## src/rtl/fb_write_scheduler_if.sv

```systemverilog
// rtl/fb_write_scheduler_if.sv - request, clear and framebuffer write-port signal bundle
interface fb_write_scheduler_if #(
    parameter int ADDR_W = 12,
    parameter int DATA_W = 4
);
    logic              req0_valid;
    logic              req0_ready;
    logic [ADDR_W-1:0] req0_addr;
    logic [DATA_W-1:0] req0_data;
    logic              req1_valid;
    logic              req1_ready;
    logic [ADDR_W-1:0] req1_addr;
    logic [DATA_W-1:0] req1_data;
    logic              clr_start;
    logic [DATA_W-1:0] clr_data;
    logic              clr_busy;
    logic              clr_done;
    logic [ADDR_W-1:0] fb_waddr;
    logic [DATA_W-1:0] fb_din;
    logic              fb_we;
    logic              fb_ce;

    modport master (
        output req0_valid, req0_addr, req0_data,
        output req1_valid, req1_addr, req1_data,
        output clr_start, clr_data,
        input  req0_ready, req1_ready, clr_busy, clr_done,
        input  fb_waddr, fb_din, fb_we, fb_ce
    );

    modport slave (
        input  req0_valid, req0_addr, req0_data,
        input  req1_valid, req1_addr, req1_data,
        input  clr_start, clr_data,
        output req0_ready, req1_ready, clr_busy, clr_done,
        output fb_waddr, fb_din, fb_we, fb_ce
    );
endinterface

```

## src/rtl/fb_write_scheduler.sv

```systemverilog
// rtl/fb_write_scheduler.sv - round-robin framebuffer write-port arbiter with clear engine
module fb_write_scheduler #(
    parameter int ADDR_W = 12,
    parameter int DATA_W = 4,
    parameter int DEPTH  = 4096
) (
    input  logic                 clk,
    input  logic                 rst,
    fb_write_scheduler_if.slave  bus
);
    typedef enum logic {ARB, CLEAR} state_t;

    localparam logic [ADDR_W:0] LAST = (ADDR_W+1)'(DEPTH - 1);

    state_t            state_q, state_d;
    logic              rr_ptr;
    logic [ADDR_W:0]   cnt;
    logic [DATA_W-1:0] clr_color;
    logic              rdy0, rdy1;
    logic [ADDR_W-1:0] waddr_q;
    logic [DATA_W-1:0] din_q;
    logic              we_q;
    logic              busy_q;
    logic              done_q;

    // Readies depend only on valids, state, clr_start and rr_ptr, never on each other.
    always_comb begin
        rdy0    = 1'b0;
        rdy1    = 1'b0;
        state_d = state_q;
        case (state_q)
            ARB: begin
                if (bus.clr_start) begin
                    state_d = CLEAR;
                end else if (bus.req0_valid && (!bus.req1_valid || !rr_ptr)) begin
                    rdy0 = 1'b1;
                end else if (bus.req1_valid) begin
                    rdy1 = 1'b1;
                end
            end
            CLEAR: begin
                if (cnt == LAST) state_d = ARB;
            end
            default: state_d = ARB;
        endcase
    end

    always_ff @(posedge clk) begin
        if (rst) state_q <= ARB;
        else     state_q <= state_d;
    end

    always_ff @(posedge clk) begin
        if (rst) begin
            rr_ptr    <= 1'b0;
            cnt       <= '0;
            clr_color <= '0;
            waddr_q   <= '0;
            din_q     <= '0;
            we_q      <= 1'b0;
            busy_q    <= 1'b0;
            done_q    <= 1'b0;
        end else begin
            we_q   <= 1'b0;
            done_q <= 1'b0;
            case (state_q)
                ARB: begin
                    if (rdy0) begin
                        we_q    <= 1'b1;
                        waddr_q <= bus.req0_addr;
                        din_q   <= bus.req0_data;
                        rr_ptr  <= 1'b1;
                    end else if (rdy1) begin
                        we_q    <= 1'b1;
                        waddr_q <= bus.req1_addr;
                        din_q   <= bus.req1_data;
                        rr_ptr  <= 1'b0;
                    end
                    if (bus.clr_start) begin
                        clr_color <= bus.clr_data;
                        cnt       <= '0;
                        busy_q    <= 1'b1;
                    end
                end
                CLEAR: begin
                    we_q    <= 1'b1;
                    waddr_q <= cnt[ADDR_W-1:0];
                    din_q   <= clr_color;
                    cnt     <= cnt + 1'b1;
                    // Done lands on the same edge as the final address write.
                    if (cnt == LAST) begin
                        done_q <= 1'b1;
                        busy_q <= 1'b0;
                    end
                end
                default: ;
            endcase
        end
    end

    assign bus.req0_ready = rdy0;
    assign bus.req1_ready = rdy1;
    assign bus.fb_waddr   = waddr_q;
    assign bus.fb_din     = din_q;
    assign bus.fb_we      = we_q;
    assign bus.fb_ce      = we_q;
    assign bus.clr_busy   = busy_q;
    assign bus.clr_done   = done_q;
endmodule

```

## src/flat_wrapper.sv

```systemverilog
// flat-port wrapper written by rule: the top's interface ports become plain ports
module fb_write_scheduler_flat 
#(
    parameter int ADDR_W = 12,
    parameter int DATA_W = 4,
    parameter int DEPTH  = 4096
)
  (clk, rst, bus_req0_valid, bus_req0_addr, bus_req0_data, bus_req1_valid, bus_req1_addr, bus_req1_data, bus_clr_start, bus_clr_data, bus_req0_ready, bus_req1_ready, bus_clr_busy, bus_clr_done, bus_fb_waddr, bus_fb_din, bus_fb_we, bus_fb_ce);
  fb_write_scheduler_if #(.ADDR_W(ADDR_W), .DATA_W(DATA_W)) bus_i ();
  input  logic clk;
  input  logic rst;
  input wire logic [$bits(bus_i.req0_valid)-1:0] bus_req0_valid;
  input wire logic [$bits(bus_i.req0_addr)-1:0] bus_req0_addr;
  input wire logic [$bits(bus_i.req0_data)-1:0] bus_req0_data;
  input wire logic [$bits(bus_i.req1_valid)-1:0] bus_req1_valid;
  input wire logic [$bits(bus_i.req1_addr)-1:0] bus_req1_addr;
  input wire logic [$bits(bus_i.req1_data)-1:0] bus_req1_data;
  input wire logic [$bits(bus_i.clr_start)-1:0] bus_clr_start;
  input wire logic [$bits(bus_i.clr_data)-1:0] bus_clr_data;
  output wire logic [$bits(bus_i.req0_ready)-1:0] bus_req0_ready;
  output wire logic [$bits(bus_i.req1_ready)-1:0] bus_req1_ready;
  output wire logic [$bits(bus_i.clr_busy)-1:0] bus_clr_busy;
  output wire logic [$bits(bus_i.clr_done)-1:0] bus_clr_done;
  output wire logic [$bits(bus_i.fb_waddr)-1:0] bus_fb_waddr;
  output wire logic [$bits(bus_i.fb_din)-1:0] bus_fb_din;
  output wire logic [$bits(bus_i.fb_we)-1:0] bus_fb_we;
  output wire logic [$bits(bus_i.fb_ce)-1:0] bus_fb_ce;
  assign bus_i.req0_valid = bus_req0_valid;
  assign bus_i.req0_addr = bus_req0_addr;
  assign bus_i.req0_data = bus_req0_data;
  assign bus_i.req1_valid = bus_req1_valid;
  assign bus_i.req1_addr = bus_req1_addr;
  assign bus_i.req1_data = bus_req1_data;
  assign bus_i.clr_start = bus_clr_start;
  assign bus_i.clr_data = bus_clr_data;
  assign bus_req0_ready = bus_i.req0_ready;
  assign bus_req1_ready = bus_i.req1_ready;
  assign bus_clr_busy = bus_i.clr_busy;
  assign bus_clr_done = bus_i.clr_done;
  assign bus_fb_waddr = bus_i.fb_waddr;
  assign bus_fb_din = bus_i.fb_din;
  assign bus_fb_we = bus_i.fb_we;
  assign bus_fb_ce = bus_i.fb_ce;
  fb_write_scheduler #(.ADDR_W(ADDR_W), .DATA_W(DATA_W), .DEPTH(DEPTH)) u_core (.clk(clk), .rst(rst), .bus(bus_i));
endmodule
```

## config.mk

```make
export PLATFORM = sky130hd
export DESIGN_NAME = fb_write_scheduler_flat
export DESIGN_NICKNAME = d
export VERILOG_FILES = /design/src/rtl/fb_write_scheduler_if.sv /design/src/rtl/fb_write_scheduler.sv /design/src/flat_wrapper.sv
export SDC_FILE = /design/constraint.sdc
export NUM_CORES = 1
export LEC_CHECK = 0
export ABC_AREA = 1
export BUFFER_PORTS_ARGS = -buffer_cell sky130_fd_sc_hd__clkbuf_2
export CORE_MARGIN = 1
export CORE_UTILIZATION = 51
export CTS_CLUSTER_SIZE = 14
export DETAILED_ROUTE_END_ITERATION = 6
export GPL_TIMING_DRIVEN = 0
export PLACE_DENSITY = 0.78
export REMOVE_ABC_BUFFERS = 1
export SLEW_MARGIN = 20
export SYNTH_ARGS = -nofsm -noshare
export SYNTH_HDL_FRONTEND = slang
export SYNTH_SLANG_ARGS = --single-unit
```

## constraint.sdc

```tcl
create_clock -name clk -period 1.8 [get_ports clk]
set_clock_uncertainty 0.15 [all_clocks]
set_input_delay 0.27 -clock clk [delete_from_list [all_inputs] [get_ports clk]]
set_output_delay 0.27 -clock clk [all_outputs]
set_load 0.05 [all_outputs]
```

==> impl_metrics.py <==
metrics = {
    "outcome": {
        "run_status": "finished, final reports clean",
    },
    "power": {
        "netSwitchingPower_mw": 0.7010,
        "p_per_area_mw_per_mm2": 852.2,
        "ir_worst_vdd_uv": 584.7,
        "design_power_total_mw": 2.151,
        "pwr-share-comb_pct": 23.4,
        "seq_power_share_pct": 43.1,
        "p_leak_nw": 1.268,
        "p_clk_share_pct": 33.4,
        "switching_share_pct": 32.60,
        "p_int_mw": 1.450,
    },
    "floorplan": {
        "boundaryPins": 63,
        "fp.dieArea_mm2": 0.004382,
        "core_area_mm2": 0.003799,
        "fp.dieW_um": 66.20,
        "initial_utilization_pct": 55.34,
        "rows": 22,
        "dieHeight_um": 66.20,
    },
    "critical_path": {
        "slowest_stage": "dfxtp_1",
        "worstPathMaxFanout": 4,
        "r2r-start": "u_core.state_q$_SDFF_PP0_",
        "r2r-end": "u_core.bus.fb_waddr[3]$_SDFFE_PP0P_",
        "reg2reg_slack_ns": 0.14,
        "startpoint": "u_core.rr_ptr$_SDFFE_PP0P_",
        "criticalPathCategory": "reg -> out",
        "crit_end": "bus_req1_ready",
        "critical_path.cell_chain": "nand2_1 -> nand2_2 -> nand2_1 -> nor2_2 -> clkbuf_8",
        "crit_arrival_ns": 1.34,
        "worstPathRequired_ns": 1.38,
        "r2r_cells": 6,
        "startpoint_type": "flop",
        "max_stage_delay_ns": 0.35,
        "critPathTopFamily": "simple AND/OR/NAND/NOR gates",
        "cp.depth": 5,
        "worst_path_most_repeated_cell": "nand2_1",
        "cp_num_buf_inv": 1,
        "cp-end-kind": "output port",
    },
    "final_layout": {
        "diodes": 0,
        "post-route-util_pct": 66.44,
        "layout_commonest_cell": "nand2_1",
        "layout_common_cells": "nand2_1 (67), clkbuf_2 (60), inv_1 (37), dfxtp_1 (37), nor2_1 (34)",
        "nets": 400,
        "final_cell_area_mm2": 0.002524,
        "area_growth_syn_to_layout_pct": 20.06,
        "drive_gt1_share_pct": 29.53,
    },
    "placement": {
        "gp_congestion": 0.8827,
        "placed_cell_area_mm2": 0.002356,
        "io_buffers": 62,
        "post-dp-hpwl_mm": 3.341,
    },
    "yosys": {
        "synthSimpleGateAreaFrac_pct": 33.99,
        "seq_area_frac_synth_pct": 36.19,
        "synth_top_family_by_area": "simple AND/OR/NAND/NOR gates",
        "ys_ff_latch": 38,
        "syn_area_per_cell_um2": 7.054,
        "synth_xor_area_share_pct": 0,
        "synthDistinctLibCells": 33,
        "yosys_warnings": 0,
        "synth_fa_ha_area_share_pct": 0.5952,
        "netlist_area_mm2": 0.002102,
        "synthMuxAreaShare_pct": 0,
        "syn-instance-count": 298,
        "synth_compound_area_share_pct": 15.48,
    },
    "detailed_routing": {
        "drt_pass1_iterations": 4,
        "drc_errors": 0,
        "finalWirelength_mm": 4.989,
        "drtIter0Drc": 130,
        "viasPerCell": 5.084,
        "antenna_left": 0,
        "drt-wirelength-per-cell_um": 12.26,
        "dr_total_vias": 2069,
    },
    "global_routing": {
        "grt_first_pass_wirelength_mm": 8.466,
        "grt_max_degree": 25,
        "grt_usage_pct": 26.03,
        "grt-ovfl-total": 0,
        "grt_antenna_before_repair": 0,
        "grt_pass1_vias": 1955,
    },
    "timing": {
        "setup_viol": 0,
        "period_needed_ns": 1.760,
        "slew_viol_final": 0,
        "hold_violations": 0,
        "slew_headroom_pct": 48.85,
        "rsz0062_at_grt": "no",
        "worst_pin_slew_ns": 0.7664,
        "fmax_mhz": 568.1,
        "period_share_pct": 97.79,
        "tns_ns": 0,
    },
    "run": {
        "maxCapViolCount": 0,
    },
    "clock_network": {
        "clk-insertion-delay-late_ns": 0.30,
        "cts_buffers": 5,
        "tritoncts": "built",
        "clockRootBuffer": "clkbuf_8",
        "htreeDepth": 2,
        "clock_sinks": 38,
        "ctsLongestPathBuffers": 2,
        "clkSlewWorstSetupHoldPaths_ns": 0.08,
        "postCtsHoldBufs": 0,
    },
    "min_path": {
        "min_path_type": "in -> reg",
    },
}
-- layout make-up --
cell class / instances / area, um^2
Timing Repair Buffer: 66 / 357.8
Inverter: 43 / 175.2
Sequential cell: 38 / 764.5
Multi-Input combinational cell: 204 / 1057
Fill cell: 340 / 1275
Tap cell: 48 / 60.06
Clock inverter: 3 / 40.04
Clock buffer: 5 / 68.82
-- cells by family after synthesis --
group | count (synthesis)
AND/OR/NAND/NOR | 146
AO/OA/AOI/OAI | 57
buffers and inverters | 56
flip-flops | 38
adder cells (fa/ha/maj) | 1
-- metal layers --
| metal | GRT usage (%) | up-vias | part of all wire (%) |
|---|---|---|---|
| met5 | 0 | - | 0 |
| met4 | 12.77 | 0 | 1.8 |
| met3 | 4.138 | 7 | 5.7 |
| met2 | 47.07 | 70 | 48 |
| met1 | 29.25 | 918 | 44 |
| li1 | - | 1074 | - |
-- worst min path at each step --
stage	startpoint	endpoint	slack (ns)	cells past startpoint
after global placement	u_core.bus.fb_waddr[10]$_SDFFE_PP0P_	u_core.bus.fb_waddr[10]$_SDFFE_PP0P_	0.31	2
after CTS	bus_clr_data[0]	u_core.clr_color[0]$_SDFFE_PP0P_	0.04	3
after floorplan	rst	u_core.bus.fb_waddr[10]$_SDFFE_PP0P_	0.19	1
after global routing	bus_clr_data[0]	u_core.clr_color[0]$_SDFFE_PP0P_	0.06	3
after detailed placement	u_core.bus.fb_waddr[10]$_SDFFE_PP0P_	u_core.bus.fb_waddr[10]$_SDFFE_PP0P_	0.31	2
final	bus_clr_data[0]	u_core.clr_color[0]$_SDFFE_PP0P_	0.04	3
-- Yosys cell counts, drive strengths merged --
cell,number,area share (%)
nor3,3,0.95
clkinv,2,0.65
o21ai,20,4.8
a22oi,2,0.71
nand4,3,0.89
buf,9,4.3
nand2,70,14
clkbuf,4,1.2
or2,1,0.30
nor2,39,8.6
a21oi,34,9.7
nor3b,1,0.60
ha,1,0.60
o22ai,1,0.30
nand3,29,9.0
inv,41,7.6
dfxtp,38,36
-- power groups by stage --
| stage | clock [mW] | combinational, mW | sequential, mW |
|---|---|---|---|
| 2_1_floorplan | 0 | 0.209 | 1.08 |
| 3_3_place_gp | 0 | 0.479 | 0.946 |
| 3_5_place_dp | 0 | 0.483 | 0.950 |
| 4_1_cts | 0.736 | 0.496 | 0.930 |
| 5_1_grt | 0.766 | 0.548 | 0.934 |
| 6_report | 0.719 | 0.503 | 0.928 |
-- registers in the layout, indices dropped and copies added (netlist names) --
name / flops
u_core.clr_color: 4
u_core.state_q: 1
u_core.bus.fb_waddr: 12
u_core.bus.clr_busy: 1
u_core.bus.clr_done: 1
u_core.rr_ptr: 1
u_core.bus.fb_ce: 1
u_core.bus.fb_din: 4
u_core.cnt: 13
-- worst min-delay path: stages --
cell and delay (ns):
clkbuf_2 0.08, nor2_1 0.03, nor2_1 0.08
-- repair_timing --
item	4_1_cts	5_1_grt
gates resized for setup	8	1
setup endpoints to repair	29	2
pin swaps	3	0
setup buffers	3	1
-- through the flow --
stage	hold slack [ns]	setup slack [ns]	cells
after floorplan	0.1891	-0.1731	285
after detailed placement	0.3091	-0.5006	395
after CTS	0.03896	0.009278	406
final	0.04432	0.03986	407
after global routing	0.06081	0.005191	407
after global placement	0.3070	-0.4629	395
No activity file was read; power rests on OpenSTA's default activity.
